### config.mk
export PLATFORM = sky130hd
export DESIGN_NAME = mem_wb_stage_flat
export DESIGN_NICKNAME = d
export VERILOG_FILES = /design/src/rtl/riscv_pkg.sv /design/src/rtl/mem_wb_stage_if.sv /design/src/rtl/mem_wb_stage_load_extend.sv /design/src/rtl/mem_wb_stage.sv /design/src/flat_wrapper.sv
export SDC_FILE = /design/constraint.sdc
export NUM_CORES = 1
export LEC_CHECK = 0
export CAP_MARGIN = 20
export CORE_ASPECT_RATIO = 0.6
export CORE_UTILIZATION = 43
export DETAILED_ROUTE_END_ITERATION = 10
export MAX_ROUTING_LAYER = met4
export PLACE_DENSITY_LB_ADDON = 0.25
export SYNTH_ARGS = -nofsm -noshare
export SYNTH_HDL_FRONTEND = slang
export SYNTH_SLANG_ARGS = --single-unit
### constraint.sdc
create_clock -name clk -period 2.1 [get_ports clk]
set_input_delay 0.315 -clock clk [delete_from_list [all_inputs] [get_ports clk]]
set_output_delay 0.315 -clock clk [all_outputs]
set_load 0.05 [all_outputs]
### src/rtl/riscv_pkg.sv
// Shared RV32I definitions for the MEM/WB stage: datapath width, writeback
// source selector and load funct3 encodings.
`timescale 1ns/1ps
package riscv_pkg;

  localparam int XLEN = 32;

  // Writeback value source; the reserved encoding falls back to the ALU value.
  typedef enum logic [1:0] {
    RES_ALU  = 2'b00,
    RES_LOAD = 2'b01,
    RES_PC4  = 2'b10,
    RES_RSVD = 2'b11
  } result_src_e;

  localparam logic [2:0] F3_LB  = 3'b000;
  localparam logic [2:0] F3_LH  = 3'b001;
  localparam logic [2:0] F3_LW  = 3'b010;
  localparam logic [2:0] F3_LBU = 3'b100;
  localparam logic [2:0] F3_LHU = 3'b101;

endpackage

### src/rtl/mem_wb_stage_if.sv
// MEM/WB stage bus: the MEM-stage result bundle going in and the register
// file write port coming out. The master is the MEM side, the slave is the
// MEM/WB stage itself.
`timescale 1ns/1ps
interface mem_wb_stage_if;
  import riscv_pkg::*;

  // MEM-stage results
  logic              in_valid;
  logic              in_reg_write;
  logic [4:0]        in_rd;
  result_src_e       in_result_src;
  logic [2:0]        in_funct3;
  logic [XLEN-1:0]   in_alu_result;
  logic [XLEN-1:0]   in_mem_rdata;
  logic [XLEN-1:0]   in_pc_plus4;

  // Register file write port and WB occupancy
  logic              we;
  logic [4:0]        rd;
  logic [XLEN-1:0]   wd;
  logic              wb_valid;

  modport master (
    output in_valid, in_reg_write, in_rd, in_result_src, in_funct3,
           in_alu_result, in_mem_rdata, in_pc_plus4,
    input  we, rd, wd, wb_valid
  );

  modport slave (
    input  in_valid, in_reg_write, in_rd, in_result_src, in_funct3,
           in_alu_result, in_mem_rdata, in_pc_plus4,
    output we, rd, wd, wb_valid
  );

endinterface

### src/rtl/mem_wb_stage_load_extend.sv
// Load data extraction: picks the addressed byte/half out of the aligned
// memory word and sign- or zero-extends it. Purely combinational.
`timescale 1ns/1ps
module load_extend
  import riscv_pkg::*;
(
  input  logic [XLEN-1:0] rdata,
  input  logic [1:0]      off,
  input  logic [2:0]      funct3,
  output logic [XLEN-1:0] data
);

  logic [7:0]  byte_sel;
  logic [15:0] half_sel;

  // Select the addressed byte/half; off[0] is ignored for halves (no misalign trap)
  always_comb begin
    byte_sel = rdata[8*off +: 8];
    half_sel = off[1] ? rdata[31:16] : rdata[15:0];
  end

  // Extend according to load type; undefined encodings pass the raw word
  always_comb begin
    // NOTE: a default before the case keeps every path assigned, so no latch is inferred.
    data = rdata;
    case (funct3)
      F3_LB:   data = {{(XLEN-8){byte_sel[7]}}, byte_sel};
      F3_LBU:  data = {{(XLEN-8){1'b0}}, byte_sel};
      F3_LH:   data = {{(XLEN-16){half_sel[15]}}, half_sel};
      F3_LHU:  data = {{(XLEN-16){1'b0}}, half_sel};
      F3_LW:   data = rdata;
      default: data = rdata;
    endcase
  end

endmodule

### src/rtl/mem_wb_stage.sv
// MEM/WB pipeline register and writeback for the RV32I core. Captures the
// MEM-stage results, extracts/extends load data and drives the register file
// write port directly from the stage register.
// Optional feature: define WB_RETIRE_CNT_EN to add the retire_count output,
// a free-running count of instructions leaving the WB stage.
`timescale 1ns/1ps
module mem_wb_stage #(
  parameter int XLEN      = 32,
  parameter int CNT_WIDTH = 64
) (
  input  logic           clk,
  input  logic           rst_n,
  input  logic           stall,
  input  logic           flush,
  mem_wb_stage_if.slave  bus
`ifdef WB_RETIRE_CNT_EN
  ,
  output logic [CNT_WIDTH-1:0] retire_count
`endif
);
  import riscv_pkg::*;

  logic              valid_q;
  logic              reg_write_q;
  logic [4:0]        rd_q;
  result_src_e       result_src_q;
  logic [2:0]        funct3_q;
  logic [XLEN-1:0]   alu_result_q;
  logic [XLEN-1:0]   mem_rdata_q;
  logic [XLEN-1:0]   pc_plus4_q;
  logic [XLEN-1:0]   load_data;
  logic              retire;

  // Stage register: flush inserts a bubble (and wins over stall), stall holds
  always_ff @(posedge clk or negedge rst_n) begin
    if (!rst_n) begin
      valid_q      <= 1'b0;
      reg_write_q  <= 1'b0;
      rd_q         <= '0;
      result_src_q <= RES_ALU;
      funct3_q     <= '0;
      alu_result_q <= '0;
      mem_rdata_q  <= '0;
      pc_plus4_q   <= '0;
    end else if (flush) begin
      // NOTE: non-blocking assignments so every flop samples pre-edge values.
      valid_q <= 1'b0;
    end else if (!stall) begin
      valid_q      <= bus.in_valid;
      reg_write_q  <= bus.in_reg_write;
      rd_q         <= bus.in_rd;
      result_src_q <= bus.in_result_src;
      funct3_q     <= bus.in_funct3;
      alu_result_q <= bus.in_alu_result;
      mem_rdata_q  <= bus.in_mem_rdata;
      pc_plus4_q   <= bus.in_pc_plus4;
    end
  end

  load_extend u_load_extend (
    .rdata  (mem_rdata_q),
    .off    (alu_result_q[1:0]),
    .funct3 (funct3_q),
    .data   (load_data)
  );

  // Writeback mux and register file write port; x0 is never written
  always_comb begin
    bus.wd = alu_result_q;
    case (result_src_q)
      RES_LOAD: bus.wd = load_data;
      RES_PC4:  bus.wd = pc_plus4_q;
      default:  bus.wd = alu_result_q;
    endcase
    bus.we       = valid_q & reg_write_q & (rd_q != 5'd0);
    bus.rd       = rd_q;
    bus.wb_valid = valid_q;
  end

  // The instruction in WB leaves on any edge where it is not held by a stall
  assign retire = valid_q & (flush | ~stall);

`ifdef WB_RETIRE_CNT_EN
  logic [CNT_WIDTH-1:0] cnt_q;

  // Retired-instruction counter, wraps naturally
  always_ff @(posedge clk or negedge rst_n) begin
    if (!rst_n) begin
      cnt_q <= '0;
    end else if (retire) begin
      cnt_q <= cnt_q + CNT_WIDTH'(1);
    end
  end

  assign retire_count = cnt_q;
`else
  logic unused_retire;
  assign unused_retire = retire ^ (CNT_WIDTH != 0);
`endif

endmodule

### src/flat_wrapper.sv
// flat-port wrapper written by rule: the top's interface ports become plain ports
module mem_wb_stage_flat import riscv_pkg::*;
#(
  parameter int XLEN      = 32,
  parameter int CNT_WIDTH = 64
)
  (clk, rst_n, stall, flush, bus_in_valid, bus_in_reg_write, bus_in_rd, bus_in_result_src, bus_in_funct3, bus_in_alu_result, bus_in_mem_rdata, bus_in_pc_plus4, bus_we, bus_rd, bus_wd, bus_wb_valid);
  mem_wb_stage_if bus_i ();
  input  logic clk;
  input  logic rst_n;
  input  logic stall;
  input  logic flush;
  input wire logic [$bits(bus_i.in_valid)-1:0] bus_in_valid;
  input wire logic [$bits(bus_i.in_reg_write)-1:0] bus_in_reg_write;
  input wire logic [$bits(bus_i.in_rd)-1:0] bus_in_rd;
  input wire logic [$bits(bus_i.in_result_src)-1:0] bus_in_result_src;
  input wire logic [$bits(bus_i.in_funct3)-1:0] bus_in_funct3;
  input wire logic [$bits(bus_i.in_alu_result)-1:0] bus_in_alu_result;
  input wire logic [$bits(bus_i.in_mem_rdata)-1:0] bus_in_mem_rdata;
  input wire logic [$bits(bus_i.in_pc_plus4)-1:0] bus_in_pc_plus4;
  output wire logic [$bits(bus_i.we)-1:0] bus_we;
  output wire logic [$bits(bus_i.rd)-1:0] bus_rd;
  output wire logic [$bits(bus_i.wd)-1:0] bus_wd;
  output wire logic [$bits(bus_i.wb_valid)-1:0] bus_wb_valid;
  assign bus_i.in_valid = bus_in_valid;
  assign bus_i.in_reg_write = bus_in_reg_write;
  assign bus_i.in_rd = bus_in_rd;
  assign bus_i.in_result_src = bus_in_result_src;
  assign bus_i.in_funct3 = bus_in_funct3;
  assign bus_i.in_alu_result = bus_in_alu_result;
  assign bus_i.in_mem_rdata = bus_in_mem_rdata;
  assign bus_i.in_pc_plus4 = bus_in_pc_plus4;
  assign bus_we = bus_i.we;
  assign bus_rd = bus_i.rd;
  assign bus_wd = bus_i.wd;
  assign bus_wb_valid = bus_i.wb_valid;
  mem_wb_stage #(.XLEN(XLEN), .CNT_WIDTH(CNT_WIDTH)) u_core (.clk(clk), .rst_n(rst_n), .stall(stall), .flush(flush), .bus(bus_i));
endmodule
==> impl_metrics.env <==
export IMPL_status="finished with violations"
export IMPL_violations="negative setup slack"
export IMPL_clk_pin_slew_ps=80
export IMPL_layout_setup_ws_ps=-314
export IMPL_arrival_ps=2100
export IMPL_io_pins=151
export IMPL_first_pass_iters=4
export IMPL_critical_path_class="flip-flop to primary output"
export IMPL_ys_ff_latch=108
export IMPL_p_sw_mw=2.64
export IMPL_slew_violations=0
export IMPL_grt_pass1_vias=4110
export IMPL_yosysUniqueCellTypes=37
export IMPL_num_fill_cells=829
export IMPL_finalSetupViolations=32
export IMPL_rows=30
export IMPL_routed_wl_um=14600
export IMPL_synthCells=412
export IMPL_fin_area_sq_um=7900
export IMPL_drive_above_1_share_pct=41.9
export IMPL_slowest_delay_ps=420
export IMPL_antenna_left=0
export IMPL_internal_power_mw=4.80
export IMPL_die_w_um=144
export IMPL_grt_use_total_pct=25.3
export IMPL_p_leak_nw=3.18
export IMPL_syn_nets=526
export IMPL_r2r_cells=3
export IMPL_port_buffers=150
export IMPL_avgSynthCellArea_sq_um=12.5
export IMPL_drc_errors=0
export IMPL_irDropWorstVdd_mv=0.504
export IMPL_fin_nets=701
export IMPL_area_delta_synth_final_pct=52.8
export IMPL_fp_coreArea_sq_um=11500
export IMPL_holdWs_ps=455
export IMPL_crit_path_cell_trace="ha_4, nand2b_4, a2111oi_4, o21ai_4, buf_12, o211ai_1, buf_4"
export IMPL_p_clk_share_pct=23.5
export IMPL_seq_area_frac_synth_pct=52.3
export IMPL_min_period_ps=2410
export IMPL_crit_slowest_cell="dfrtp_1"
export IMPL_drt_iter0_drc=235
export IMPL_p_seq_share_pct=35.4
export IMPL_p_sw_share_pct=35.5
export IMPL_timing_setup_tns_ps=-7940
export IMPL_clockBufferDepth=2
export IMPL_register_area_sq_um=2710
export IMPL_place_hpwl_um=10800
export IMPL_multi_input_area_sq_um=2500
export IMPL_place_gp_congestion=0.852
export IMPL_dieHeight_um=86.9
export IMPL_powerDensity_nw_per_um2=942
export IMPL_num_antenna_cells=0
export IMPL_overflow=0
export IMPL_synth_top_area_share_pct=52.3
export IMPL_yosys_warnings=0
export IMPL_htreeDepth=3
export IMPL_route_detailed_wl_per_inst_um=19.5
export IMPL_comb_power_share_pct=41.2
export IMPL_clock_latency_ps=350
export IMPL_antenna_found_initial=0
export IMPL_grt_start_max_net_pins=41
export IMPL_slew_headroom_pct=66.8
export IMPL_vias=4072
export IMPL_cts_tree="built"
export IMPL_critPathCaptureType="primary output"
export IMPL_cts_num_sinks=108
export IMPL_crit_fanout=16
export IMPL_worstPathRequired_ps=1780
export IMPL_start_util_pct=45.0
export IMPL_post_route_period_util_pct=115
export IMPL_total_power_mw=7.44
export IMPL_dpl_instance_area_sq_um=7260
export IMPL_finalHoldViolCount=0
export IMPL_post_place_ws_ps=-132
export IMPL_skew_ps=0
export IMPL_cap_violations=0
export IMPL_max_clock_freq_mhz=414
export IMPL_synth_top_area_cell="dfrtp_1"
export IMPL_rsz0062_at_grt="yes"
export IMPL_die_area_sq_um=12500
export IMPL_syn_cell_area_sq_um=5170
export IMPL_root_buffer="clkbuf_16"
export IMPL_tightest_slew_ps=496
export IMPL_grt_first_pass_wirelength_um=22600
export IMPL_numCtsBuffers=9
export IMPL_hp_class="input port to async pin"
export IMPL_via_per_inst=5.41
export IMPL_synth_area_leaders="dfrtp_1 (52%), mux2_2 (22%), a22oi_1 (4.7%), o211ai_1 (2.3%), mux2i_1 (1.9%)"
export IMPL_crit_path_start_kind="flip-flop"
-- through the flow --
stage	cells	utilization, %
floorplan	412	-
global placement	723	63.2
detailed placement	723	63.2
CTS	752	68.1
global route	752	68.7
finish	752	68.7
-- power groups by stage --
stage | sequential [mW] | clock (mW) | combinational (mW)
6_report | 2.63 | 1.75 | 3.06
5_1_grt | 2.67 | 1.85 | 3.22
4_1_cts | 2.62 | 1.78 | 3.02
3_5_place_dp | 2.65 | 0 | 2.85
3_3_place_gp | 2.63 | 0 | 2.80
2_1_floorplan | 2.62 | 0 | 1.62
-- registers in the layout, indices dropped and copies added (netlist names) --
name and count:
u_core.alu_result_q 32, u_core.bus.rd 5, u_core.bus.wb_valid 1, u_core.funct3_q 3, u_core.mem_rdata_q 32, u_core.pc_plus4_q 32, u_core.reg_write_q 1, u_core.result_src_q 2
-- synthesized netlist by cell type --
cell type / instances
a2111oi_0: 1
a2111oi_4: 1
a211o_1: 1
a21oi_1: 8
a221o_1: 6
a22oi_1: 32
and2_1: 1
buf_1: 2
buf_2: 15
buf_4: 2
buf_6: 1
clkbuf_1: 12
dfrtp_1: 108
ha_1: 2
inv_1: 4
mux2_2: 103
mux2i_1: 10
mux4_2: 1
nand2_1: 20
nand2b_1: 3
nand2b_4: 1
nand3b_1: 1
nor2_1: 11
nor2_2: 1
nor2b_1: 6
nor2b_4: 1
nor3_1: 4
nor3b_1: 1
nor3b_2: 1
o211ai_1: 16
o21ai_0: 18
o21ai_1: 8
o21ai_4: 1
o22ai_1: 6
o311a_1: 1
o31ai_4: 1
or3_1: 1
-- metal layers --
metal  GRT usage (%)  part of all wire (%)
met1            36.5                    48
met2            36.9                    45
met3            4.89                   5.4
met4            5.71                   1.1
met5               -                     0
-- cell families (layout without fill, tap and decap cells) --
| kind of cell | Yosys count | count (layout) | synth area share (%) |
|---|---|---|---|
| compound gates | 100 | 100 | 14.0 |
| fa+ha+maj | 2 | 2 | 0.484 |
| buf+inv | 36 | 216 | 3.27 |
| flops | 108 | 108 | 52.3 |
| mux | 114 | 114 | 24.8 |
| simple gates | 52 | 52 | 5.16 |
-- what timing repair did --
item,in CTS,in global routing
hold buffers,1,0
endpoints found under the hold margin,30,0
buffers inserted,12,1
gates resized for setup,37,16
pin swaps,10,18
cloned,1,0
endpoints found under the setup margin,32,32
-- layout by cell type, fill, tap and decap left out, drive strengths merged, types with 5 or more instances in the layout --
master         count
a21oi              8
a221o              6
a22oi             32
buf               79
clkbuf            10
clkdlybuf4s50    116
dfrtp            108
inv                5
mux2             103
mux2i             10
nand2             20
nor2              12
nor2b              7
o211ai            16
o21ai             27
o22ai              6
-- final timing paths --
check	start	to	slack, ps
worst min register to register	u_core.pc_plus4_q[10]$_DFFE_PN0P_	u_core.pc_plus4_q[10]$_DFFE_PN0P_	510
max in group asynchronous	rst_n	u_core.funct3_q[1]$_DFFE_PN0P_	1070
worst max-delay path	u_core.result_src_q[1]$_DFFE_PN0P_	bus_wd[22]	-310
min in group clk	u_core.pc_plus4_q[10]$_DFFE_PN0P_	u_core.pc_plus4_q[10]$_DFFE_PN0P_	510
worst max register to register	u_core.funct3_q[1]$_DFFE_PN0P_	u_core.funct3_q[1]$_DFFE_PN0P_	960
worst min-delay path	rst_n	u_core.alu_result_q[13]$_DFFE_PN0P_	450
-- cell type report --
type | instances | area share (%)
tap | 160 | 2.54
multi-input combinational | 268 | 31.7
clock inverter | 6 | 0.887
timing repair buffer | 196 | 27.3
sequential | 108 | 34.3
clock buffer | 10 | 3.03
inverter | 4 | 0.238
-- critical path: cells and delay by family, from the launching register on --
kind / cells / cell delay [ps]
buf+inv: 2 / 410
simple gates: 1 / 170
fa+ha+maj: 1 / 280
flops: 1 / 420
compound gates: 3 / 470
Note: power is estimated with default switching activity, not from simulation.
